## config.mk

```make
export PLATFORM = sky130hd
export DESIGN_NAME = manchester_rx_1553_flat
export DESIGN_NICKNAME = d
export VERILOG_FILES = /design/src/rtl/pkg_1553.sv /design/src/rtl/manchester_rx_1553_if.sv /design/src/rtl/sync_detect_1553.sv /design/src/rtl/manchester_rx_1553.sv /design/src/flat_wrapper.sv
export SDC_FILE = /design/constraint.sdc
export NUM_CORES = 1
export LEC_CHECK = 0
export ABC_AREA = 0
export CAP_MARGIN = 20
export CORE_UTILIZATION = 50
export CTS_CLUSTER_SIZE = 20
export DETAILED_ROUTE_END_ITERATION = 7
export PLACE_DENSITY = 0.67
export RECOVER_POWER = 100
export SLEW_MARGIN = 20
export SYNTH_ARGS = -nofsm -noshare
export SYNTH_HDL_FRONTEND = slang
export SYNTH_SLANG_ARGS = --single-unit
```

## constraint.sdc

```tcl
create_clock -name dec_clk -period 2.72 [get_ports dec_clk]
set_input_delay 0.272 -clock dec_clk [delete_from_list [all_inputs] [get_ports dec_clk]]
set_output_delay 0.272 -clock dec_clk [all_outputs]
set_load 0.01 [all_outputs]
```

## src/rtl/pkg_1553.sv

```systemverilog
// Shared MIL-STD-1553 decoder definitions: word geometry, FSM states, sync types.
package pkg_1553;

  localparam int WORD_BITS = 16;
  localparam int SYNC_BITS = 3;

  typedef enum logic [1:0] {IDLE, DATA, CHECK} rx_state_t;

  // Sync-type encoding shared with the transmit encoder
  typedef enum logic [1:0] {
    SYNC_NONE = 2'b00,
    SYNC_CSW  = 2'b01,
    SYNC_DW   = 2'b10
  } sync_t;

  function automatic logic odd_parity_fail(input logic [WORD_BITS:0] bits);
    return ~(^bits);
  endfunction

endpackage

```

## src/rtl/manchester_rx_1553_if.sv

```systemverilog
// Receive-side bus bundle between the 1553 word decoder and the protocol logic.
interface manchester_rx_1553_if;
  logic                            rx_data;
  logic [pkg_1553::WORD_BITS-1:0]  rx_dword;
  logic                            rx_dval;
  logic                            rx_csw;
  logic                            rx_dw;
  logic                            rx_perr;
  logic                            rx_merr;
  logic                            rx_busy;

  modport master (
    input  rx_data,
    output rx_dword, rx_dval, rx_csw, rx_dw, rx_perr, rx_merr, rx_busy
  );

  modport slave (
    output rx_data,
    input  rx_dword, rx_dval, rx_csw, rx_dw, rx_perr, rx_merr, rx_busy
  );
endinterface

```

## src/rtl/sync_detect_1553.sv

```systemverilog
// Synchronizes rx_data, keeps a 3-bit-time sample window and matches both sync patterns.
module sync_detect_1553
  import pkg_1553::*;
#(
  parameter int SPB = 8
) (
  input  logic dec_clk,
  input  logic rst_n,
  input  logic rx_data,
  output logic rx_s,
  output logic csw_hit,
  output logic dw_hit
);

  localparam int WLEN = SYNC_BITS * SPB;
  localparam int H    = WLEN / 2;

  logic            s1, s2;
  logic [WLEN-1:0] w;
  logic            unused_dc;

  always_ff @(posedge dec_clk or negedge rst_n) begin
    if (!rst_n) begin
      s1 <= 1'b0;
      s2 <= 1'b0;
      w  <= '0;
    end else begin
      s1 <= rx_data;
      s2 <= s1;
      w  <= {w[WLEN-2:0], s2};
    end
  end

  // The two samples around the mid-sync edge are ignored to allow +/-1 sample skew
  assign unused_dc = ^w[H:H-1];
  assign csw_hit   = (&w[WLEN-1:H+1]) & ~(|w[H-2:0]);
  assign dw_hit    = ~(|w[WLEN-1:H+1]) & (&w[H-2:0]);
  assign rx_s      = w[0];

endmodule

```

## src/rtl/manchester_rx_1553.sv

```systemverilog
// MIL-STD-1553 Manchester II word decoder: sync hunt, bit-cell sampling, parity check.
module manchester_rx_1553
  import pkg_1553::*;
#(
  parameter int SPB = 8
) (
  input  logic                  dec_clk,
  input  logic                  rst_n,
  manchester_rx_1553_if.master  rx
);

  localparam int             CW   = $clog2(SPB);
  localparam logic [CW-1:0]  Q1   = CW'(SPB / 4);
  localparam logic [CW-1:0]  Q3   = CW'(3 * SPB / 4);
  localparam logic [CW-1:0]  LAST = CW'(SPB - 1);
  localparam logic [4:0]     PBIT = 5'(WORD_BITS);

  logic                 rx_s, csw_hit, dw_hit;
  rx_state_t            state;
  sync_t                styp;
  logic [CW-1:0]        scnt;
  logic [4:0]           bcnt;
  logic                 h1, h2;
  logic [WORD_BITS-1:0] shreg;
  logic [WORD_BITS-1:0] dword_q;
  logic                 dval_q, csw_q, dw_q, perr_q, merr_q, busy_q;

  sync_detect_1553 #(.SPB(SPB)) u_sync (
    .dec_clk (dec_clk),
    .rst_n   (rst_n),
    .rx_data (rx.rx_data),
    .rx_s    (rx_s),
    .csw_hit (csw_hit),
    .dw_hit  (dw_hit)
  );

  always_ff @(posedge dec_clk or negedge rst_n) begin
    if (!rst_n) begin
      state   <= IDLE;
      styp    <= SYNC_NONE;
      scnt    <= '0;
      bcnt    <= '0;
      h1      <= 1'b0;
      h2      <= 1'b0;
      shreg   <= '0;
      dword_q <= '0;
      dval_q  <= 1'b0;
      csw_q   <= 1'b0;
      dw_q    <= 1'b0;
      perr_q  <= 1'b0;
      merr_q  <= 1'b0;
      busy_q  <= 1'b0;
    end else begin
      dval_q <= 1'b0;
      merr_q <= 1'b0;
      case (state)
        IDLE: begin
          if (csw_hit || dw_hit) begin
            styp   <= csw_hit ? SYNC_CSW : SYNC_DW;
            scnt   <= '0;
            bcnt   <= '0;
            busy_q <= 1'b1;
            state  <= DATA;
          end
        end
        DATA: begin
          scnt <= scnt + CW'(1);
          if (scnt == Q1) h1 <= rx_s;
          if (scnt == Q3) h2 <= rx_s;
          if (scnt == LAST) begin
            scnt <= '0;
            if (h1 == h2) begin
              merr_q <= 1'b1;
              busy_q <= 1'b0;
              state  <= IDLE;
            end else if (bcnt == PBIT) begin
              // Strobe on the parity resolve; CHECK only spaces out the next hunt
              dword_q <= shreg;
              csw_q   <= (styp == SYNC_CSW);
              dw_q    <= (styp == SYNC_DW);
              perr_q  <= odd_parity_fail({shreg, h1});
              dval_q  <= 1'b1;
              busy_q  <= 1'b0;
              state   <= CHECK;
            end else begin
              shreg <= {shreg[WORD_BITS-2:0], h1};
              bcnt  <= bcnt + 5'd1;
            end
          end
        end
        CHECK:   state <= IDLE;
        default: state <= IDLE;
      endcase
    end
  end

  assign rx.rx_dword = dword_q;
  assign rx.rx_dval  = dval_q;
  assign rx.rx_csw   = csw_q;
  assign rx.rx_dw    = dw_q;
  assign rx.rx_perr  = perr_q;
  assign rx.rx_merr  = merr_q;
  assign rx.rx_busy  = busy_q;

endmodule

```

## src/flat_wrapper.sv

```systemverilog
// flat-port wrapper written by rule: the top's interface ports become plain ports
module manchester_rx_1553_flat import pkg_1553::*;
#(
  parameter int SPB = 8
)
  (dec_clk, rst_n, rx_rx_data, rx_rx_dword, rx_rx_dval, rx_rx_csw, rx_rx_dw, rx_rx_perr, rx_rx_merr, rx_rx_busy);
  manchester_rx_1553_if rx_i ();
  input  logic dec_clk;
  input  logic rst_n;
  input wire logic [$bits(rx_i.rx_data)-1:0] rx_rx_data;
  output wire logic [$bits(rx_i.rx_dword)-1:0] rx_rx_dword;
  output wire logic [$bits(rx_i.rx_dval)-1:0] rx_rx_dval;
  output wire logic [$bits(rx_i.rx_csw)-1:0] rx_rx_csw;
  output wire logic [$bits(rx_i.rx_dw)-1:0] rx_rx_dw;
  output wire logic [$bits(rx_i.rx_perr)-1:0] rx_rx_perr;
  output wire logic [$bits(rx_i.rx_merr)-1:0] rx_rx_merr;
  output wire logic [$bits(rx_i.rx_busy)-1:0] rx_rx_busy;
  assign rx_i.rx_data = rx_rx_data;
  assign rx_rx_dword = rx_i.rx_dword;
  assign rx_rx_dval = rx_i.rx_dval;
  assign rx_rx_csw = rx_i.rx_csw;
  assign rx_rx_dw = rx_i.rx_dw;
  assign rx_rx_perr = rx_i.rx_perr;
  assign rx_rx_merr = rx_i.rx_merr;
  assign rx_rx_busy = rx_i.rx_busy;
  manchester_rx_1553 #(.SPB(SPB)) u_core (.dec_clk(dec_clk), .rst_n(rst_n), .rx(rx_i));
endmodule
```

=== After elaboration in Yosys (flattened, before gate mapping) ===
Index checks and enable logic that the tools add are counted.

* Register bits: 78
* Input bits: 3
* Word-level logic and storage cells: 82

* Equality and inequality tests: 13
* Multiplexer cells: 26
* Reduce and logical (&&, ||, !) cells: 17
* Bitwise operators: 7
* $add $sub $neg: 2

{| class="wikitable"
|+ Operators by type and width
! kind !! number
|-
| AND reduction 11 bit || 2
|-
| OR reduction 11 bit || 2
|-
| 2-to-1 mux 5 bit || 4
|-
| XOR reduction 17 bit || 1
|-
| AND reduction 4 bit || 3
|-
| 2-to-1 mux 1 bit || 11
|-
| 2-to-1 mux 2 bit || 5
|-
| one-hot mux 5 bit (2 select lines) || 1
|-
| AND reduction 2 bit || 4
|-
| equality test 3 bit (second input constant) || 2
|-
| 2-to-1 mux 3 bit || 2
|-
| one-hot mux 3 bit (2 select lines) || 1
|-
| adder 5 x 1 -> 5 bit (second input constant) || 1
|-
| equality test 5 bit (second input constant) || 1
|-
| NOT 1 bit || 5
|-
| AND reduction 5 bit || 1
|-
| equality test 2 x 1 -> 1 bit (second input constant) || 2
|-
| != test 2 x 1 -> 1 bit (second input constant) || 2
|-
| != test 2 bit (second input constant) || 2
|-
| one-hot mux 2 bit (2 select lines) || 1
|-
| adder 3 x 1 -> 3 bit (second input constant) || 1
|-
| equality test 3 x 2 -> 1 bit (second input constant) || 1
|-
| != test 3 x 1 -> 1 bit (second input constant) || 1
|-
| AND reduction 3 bit || 1
|-
| other kinds (7) || 8
|}

=== Longest topological paths before layout ===
Gate-level depths: netlist of the first run.

* Depth after elaboration: 6
* Gate-level depth with buffers: 9
* Gate-level depth less buffers: 7

=== By module ===
From an unflattened synthesis of the first run, not the netlist that was laid out.

* Cells, all modules: 208
* Area total of the unflattened synthesis: 3,044.2 µm²

{| class="wikitable"
|+ Modules (own cells, without submodules)
! module !! area an instance (µm²) !! sequential area each (µm²) !! times used !! cells each
|-
| manchester_rx_1553 || 2,280.9 || 1,301.2 || 1 || 166
|-
| sync_detect_1553 || 763.2 || 650.6 || 1 || 42
|}

=== Worst setup path before layout of the first run ===
No wires, ideal clock.

* Path type: reg-to-reg
* Start: reg u_core.bcnt[0]
* End: reg u_core.shreg[10]
* Slack: 0.704 ns
* Buffers on the path: 2
* Arrival: 1.891 ns
* Stages on the path, launching flop included: 9
* Library setup time: 0.125 ns
* Data required time: 2.595 ns
* Path through: dfrtp_1 inv_1 ha_1 and4bb_2 or2_1 clkbuf_1 nor2_4 buf_6 mux2_2

* Longest elaborated chain between the ends: 3

{| class="wikitable"
|+ RTL lines
! element !! RTL line !! text
|-
| start: declaration || manchester_rx_1553.sv:22 || <nowiki>logic [4:0] bcnt;</nowiki>
|-
| start signal: assignment || manchester_rx_1553.sv:87 || <nowiki>bcnt <= bcnt + 5'd1;</nowiki>
|-
| equality test 5 bit || manchester_rx_1553.sv:76 || <nowiki>end else if (bcnt == PBIT) begin</nowiki>
|-
| NOT 1 bit (no source line) || n/a ||
|-
| AND reduction 4 bit (no source line) || n/a ||
|-
| end signal: assignment || manchester_rx_1553.sv:86 || <nowiki>shreg <= {shreg[WORD_BITS-2:0], h1};</nowiki>
|-
| end: declaration || manchester_rx_1553.sv:24 || <nowiki>logic [WORD_BITS-1:0] shreg;</nowiki>
|}

Every way passes these cells.
A chain may end at the register's enable or synchronous reset.

=== Final worst setup path of the first run ===
* Start: reg u_core.u_sync.w[13]
* End: reg u_core.bcnt[0]

* Longest elaborated chain between the ends: 6
* Elaborated cells on any way between the ends: 8
* Those cells by class: eq/ne (1); bitwise (3); reduce/logical (4)

{| class="wikitable"
|+ RTL lines
! element !! RTL line !! text
|-
| start: declaration || sync_detect_1553.sv:19 || <nowiki>logic [WLEN-1:0] w;</nowiki>
|-
| start signal: assignment || sync_detect_1553.sv:30 || <nowiki>w <= {w[WLEN-2:0], s2};</nowiki>
|-
| OR reduction 11 bit || sync_detect_1553.sv:37 || <nowiki>assign dw_hit = ~(|w[WLEN-1:H+1]) & (&w[H-2:0]);</nowiki>
|-
| NOT 1 bit || sync_detect_1553.sv:37 ||
|-
| bitwise AND 1 bit || sync_detect_1553.sv:37 ||
|-
| logical OR 1 bit * || manchester_rx_1553.sv:58 || <nowiki>if (csw_hit || dw_hit) begin</nowiki>
|-
| != test 2 x 1 -> 1 bit (no source line) * || n/a ||
|-
| AND reduction 5 bit (no source line) * || n/a ||
|}

Mark *: on every way between the ends. The rest lies on a longest branch, timed or not.

==> reports/metrics.yaml, run 1 <==
cts:
  cts_num_sinks: 78
  clk_path_buf_depth: 2
  root_buffer: "clkbuf_8"
  cts_setup_buffers: 0
  clkTransAtPathRegs_ns: 0.08
  clk_latency_ns: 0.34
  cts_hold_buf: 0
  htreeDepth: 3
  cts_made_buffers: 9
  tritoncts: "done"
  ctsResizeCount: 0
hold_path:
  hold_path_class: "reg -> reg"
  hold_depth: 0
  hold_end: "u_core.u_sync.w[0]"
  min_from: "u_core.u_sync.s2"
grt:
  grt_usage_pct: 16.8
  grt_max_degree: 79
  antenna_found_initial: 0
  grt_pass1_vias: 1641
  grt_overflow_total: 0
  grt_pass1_wl_mm: 7.89
die:
  core_mm2: 0.00592
  chipWidth_um: 80.3
  rows: 28
  start_util_pct: 51.7
  fp.dieArea_mm2: 0.00644
  die_h_um: 80.3
  ioPinCount: 25
yosys:
  syn_avg_cell_area_um2: 14.4
  synth-async-reset-ratio_pct: 100
  ys_ff_latch: 78
  synth_edf_count: 0
  synth_cell_types: 41
  synth_flop_cell: "dfrtp_1"
  netlist_instances: 212
  syn-num-nets: 220
  yosysWarnings: 0
  ys_seq_area_share_pct: 63.7
  netlist_area_mm2: 0.00306
critical_path:
  startpoint_type: "register"
  critPathMaxStageDelay_ns: 0.54
  reg2reg_from: "u_core.u_sync.w[13]"
  timing.critical_path.fanout_max: 6
  worstRegToRegCells: 5
  path_cells: "or4_1 > nor4_1 > nand3_2 > a211oi_2 > o21ai_1"
  r2r_slack_ns: 0.31
  timing.rr.end: "u_core.bcnt[0]"
  crit_type: "reg -> reg"
  cp_slowest_cell: "or4_1"
  endpoint_kind: "register"
  cp.arrival_ns: 2.61
  required_ns: 2.92
route:
  wl_per_cell_um: 13.9
  drt-pass1-iter-count: 5
  dr.first_iter.drc_count: 108
  via_per_inst: 5.22
  vias: 1681
  detail-route-antenna-nets: 0
  post-route-drc-count: 0
  wirelength_mm: 4.47
power_and_ir_drop:
  p_leak_nw: 1.74
  powerDensity_mw_per_mm2: 631
  ir_drop_uv: 370
sta:
  rsz0062_at_grt: "false"
  relSlewSlack_pct: -23.6
  finalSetupViolCount: 0
  min_period_over_period_pct: 88.5
  tightest_slew_ns: 1.85
  hold_violations: 0
  skew_ns: 0.00833
  final_max_slew_viol_count: 79
  fin_setup_tns_ns: 0
  period_minus_slack_ns: 2.41
  max_freq_ghz: 0.415
layout:
  fin_nets: 250
  drive_gt1_share_pct: 24.3
  antenna_cells: 0
  area_growth_pct: 17.0
  final_util_pct: 60.5
  stdcell_count: 322
placed_design:
  io_buffers: 24
  place_inst: 306
  hpwl_mm: 2.85
  place_congestion: 0.758
status:
  status: "finished with violations"
  violations: "capacitance limit, slew limit"
run:
  maxCapViolCount: 1
## kinds of logic (layout without fill, tap and decap cells)
kind of cell,count (synthesis),count (layout),share of synthesized area [%]
adder cells (fa/ha/maj),5,5,2.04
buffers and inverters,11,46,1.67
XOR/XNOR,19,19,5.88
flip-flops,78,78,63.7
AND/OR/NAND/NOR,48,48,9.40
multiplexers,35,35,12.9
AO/OA/AOI/OAI,16,16,4.41
## cells in the final DEF, fill, tap and decap left out, types with 2 or more instances in the layout
master         instances
dfrtp_1               78
inv_1                  6
dlygate4sd3_1         23
clkbuf_8               9
ha_1                   5
nand3_1                3
clkinvlp_4             3
bufinv_16              3
o31ai_1                2
nand2b_1               2
nor2_1                 8
nand3_2                2
nor3_1                 4
xor2_1                 4
mux2_2                35
and3_1                 3
nor4_1                 5
xnor2_1               14
nand2_1               10
nand4_1                5
o21ai_0                2
## stage by stage
step | power (W) | cell area [µm²] | hold WS, ns | setup WS [ns]
final | 0.00226 | 3580 | 0.352 | 0.313
after global routing | 0.00235 | 3580 | 0.366 | 0.216
after CTS | 0.00229 | 3610 | 0.116 | 0.515
after detailed placement | 0.00125 | 3370 | 0.335 | 0.547
after global placement | 0.00125 | 3370 | 0.333 | 0.552
after floorplan | 0.00122 | 3060 | -0.0236 | 0.704
## flip-flops by register name (all words and copies together) (netlist names), 2 cells and up
signal / count
u_core.bcnt: 5
u_core.u_sync.w: 24
u_core.scnt: 3
u_core.state: 2
u_core.shreg: 16
u_core.styp: 2
u_core.rx.rx_dword: 16
## how the worst max path moves through the flow
| stage | startpoint | endpoint | slack [ns] | cells after the start |
|---|---|---|---|---|
| 3_5_place_dp | u_core.scnt[0] | u_core.shreg[15] | 0.55 | 6 |
| 3_3_place_gp | u_core.bcnt[0] | u_core.shreg[15] | 0.55 | 6 |
| 6_report | u_core.u_sync.w[13] | u_core.bcnt[0] | 0.31 | 5 |
| 2_1_floorplan | u_core.bcnt[0] | u_core.shreg[10] | 0.70 | 8 |
| 5_1_grt | u_core.u_sync.w[13] | u_core.bcnt[0] | 0.22 | 5 |
| 4_1_cts | u_core.scnt[0] | u_core.shreg[2] | 0.52 | 6 |
## synthesized netlist by cell type (3+ instances only)
cell / count / area share, %
inv_1: 6 / 0.74
ha_1: 5 / 2.0
and3_1: 3 / 0.61
xor2_1: 4 / 1.1
mux2_2: 35 / 13
nor3_1: 4 / 0.65
dfrtp_1: 78 / 64
nand4_1: 5 / 1.0
nor4_1: 4 / 0.82
xnor2_1: 14 / 4.0
nand3_1: 3 / 0.49
nor2_1: 8 / 0.98
nand2_1: 10 / 1.2
## worst max-delay path: cells and delay by family (launching register included)
kind	cells	cell delay, ns
AOI/OAI and AO/OA	2	0.69
and+or+nand+nor	3	1.18
DFF	1	0.39
## layout make-up
| cell class | instances | area [µm²] |
|---|---|---|
| fill | 478 | 2340 |
| multi-input combinational | 123 | 1030 |
| clock buffer | 9 | 124 |
| sequential | 78 | 1950 |
| tap | 75 | 93.8 |
| timing repair buffer | 24 | 235 |
| inverter | 6 | 22.5 |
| clock inverter | 7 | 121 |
## per-layer routing
layer | share of wire (%) | vias up | wire length [µm] | track usage (%)
li1 | - | 817 | - | -
met3 | 2.9 | 9 | 131 | 4.09
met2 | 41 | 27 | 1820 | 22.2
met4 | 2.1 | 0 | 94 | 9.11
met5 | 0 | - | 0 | 0
met1 | 54 | 828 | 2420 | 25.2
## power by group
group	switching (W)	leakage [nW]	internal, W
registers	0.0000145	1.03	0.00118
logic	0.0000241	0.600	0.00000535
clock network	0.000426	0.112	0.000612
(Power assumes the default switching activity.)
==> inputs of run 2 (changes only) <==
--- a/config.mk
+++ b/config.mk
@@ -8,7 +8,7 @@
 export ABC_AREA = 0
 export CAP_MARGIN = 20
 export CORE_UTILIZATION = 50
-export CTS_CLUSTER_SIZE = 20
+export CTS_CLUSTER_SIZE = 40
 export DETAILED_ROUTE_END_ITERATION = 7
 export PLACE_DENSITY = 0.67
 export RECOVER_POWER = 100
==> results of run 2 <==
Same layout as run 1: the final DEF is identical, and so are final timing and power.
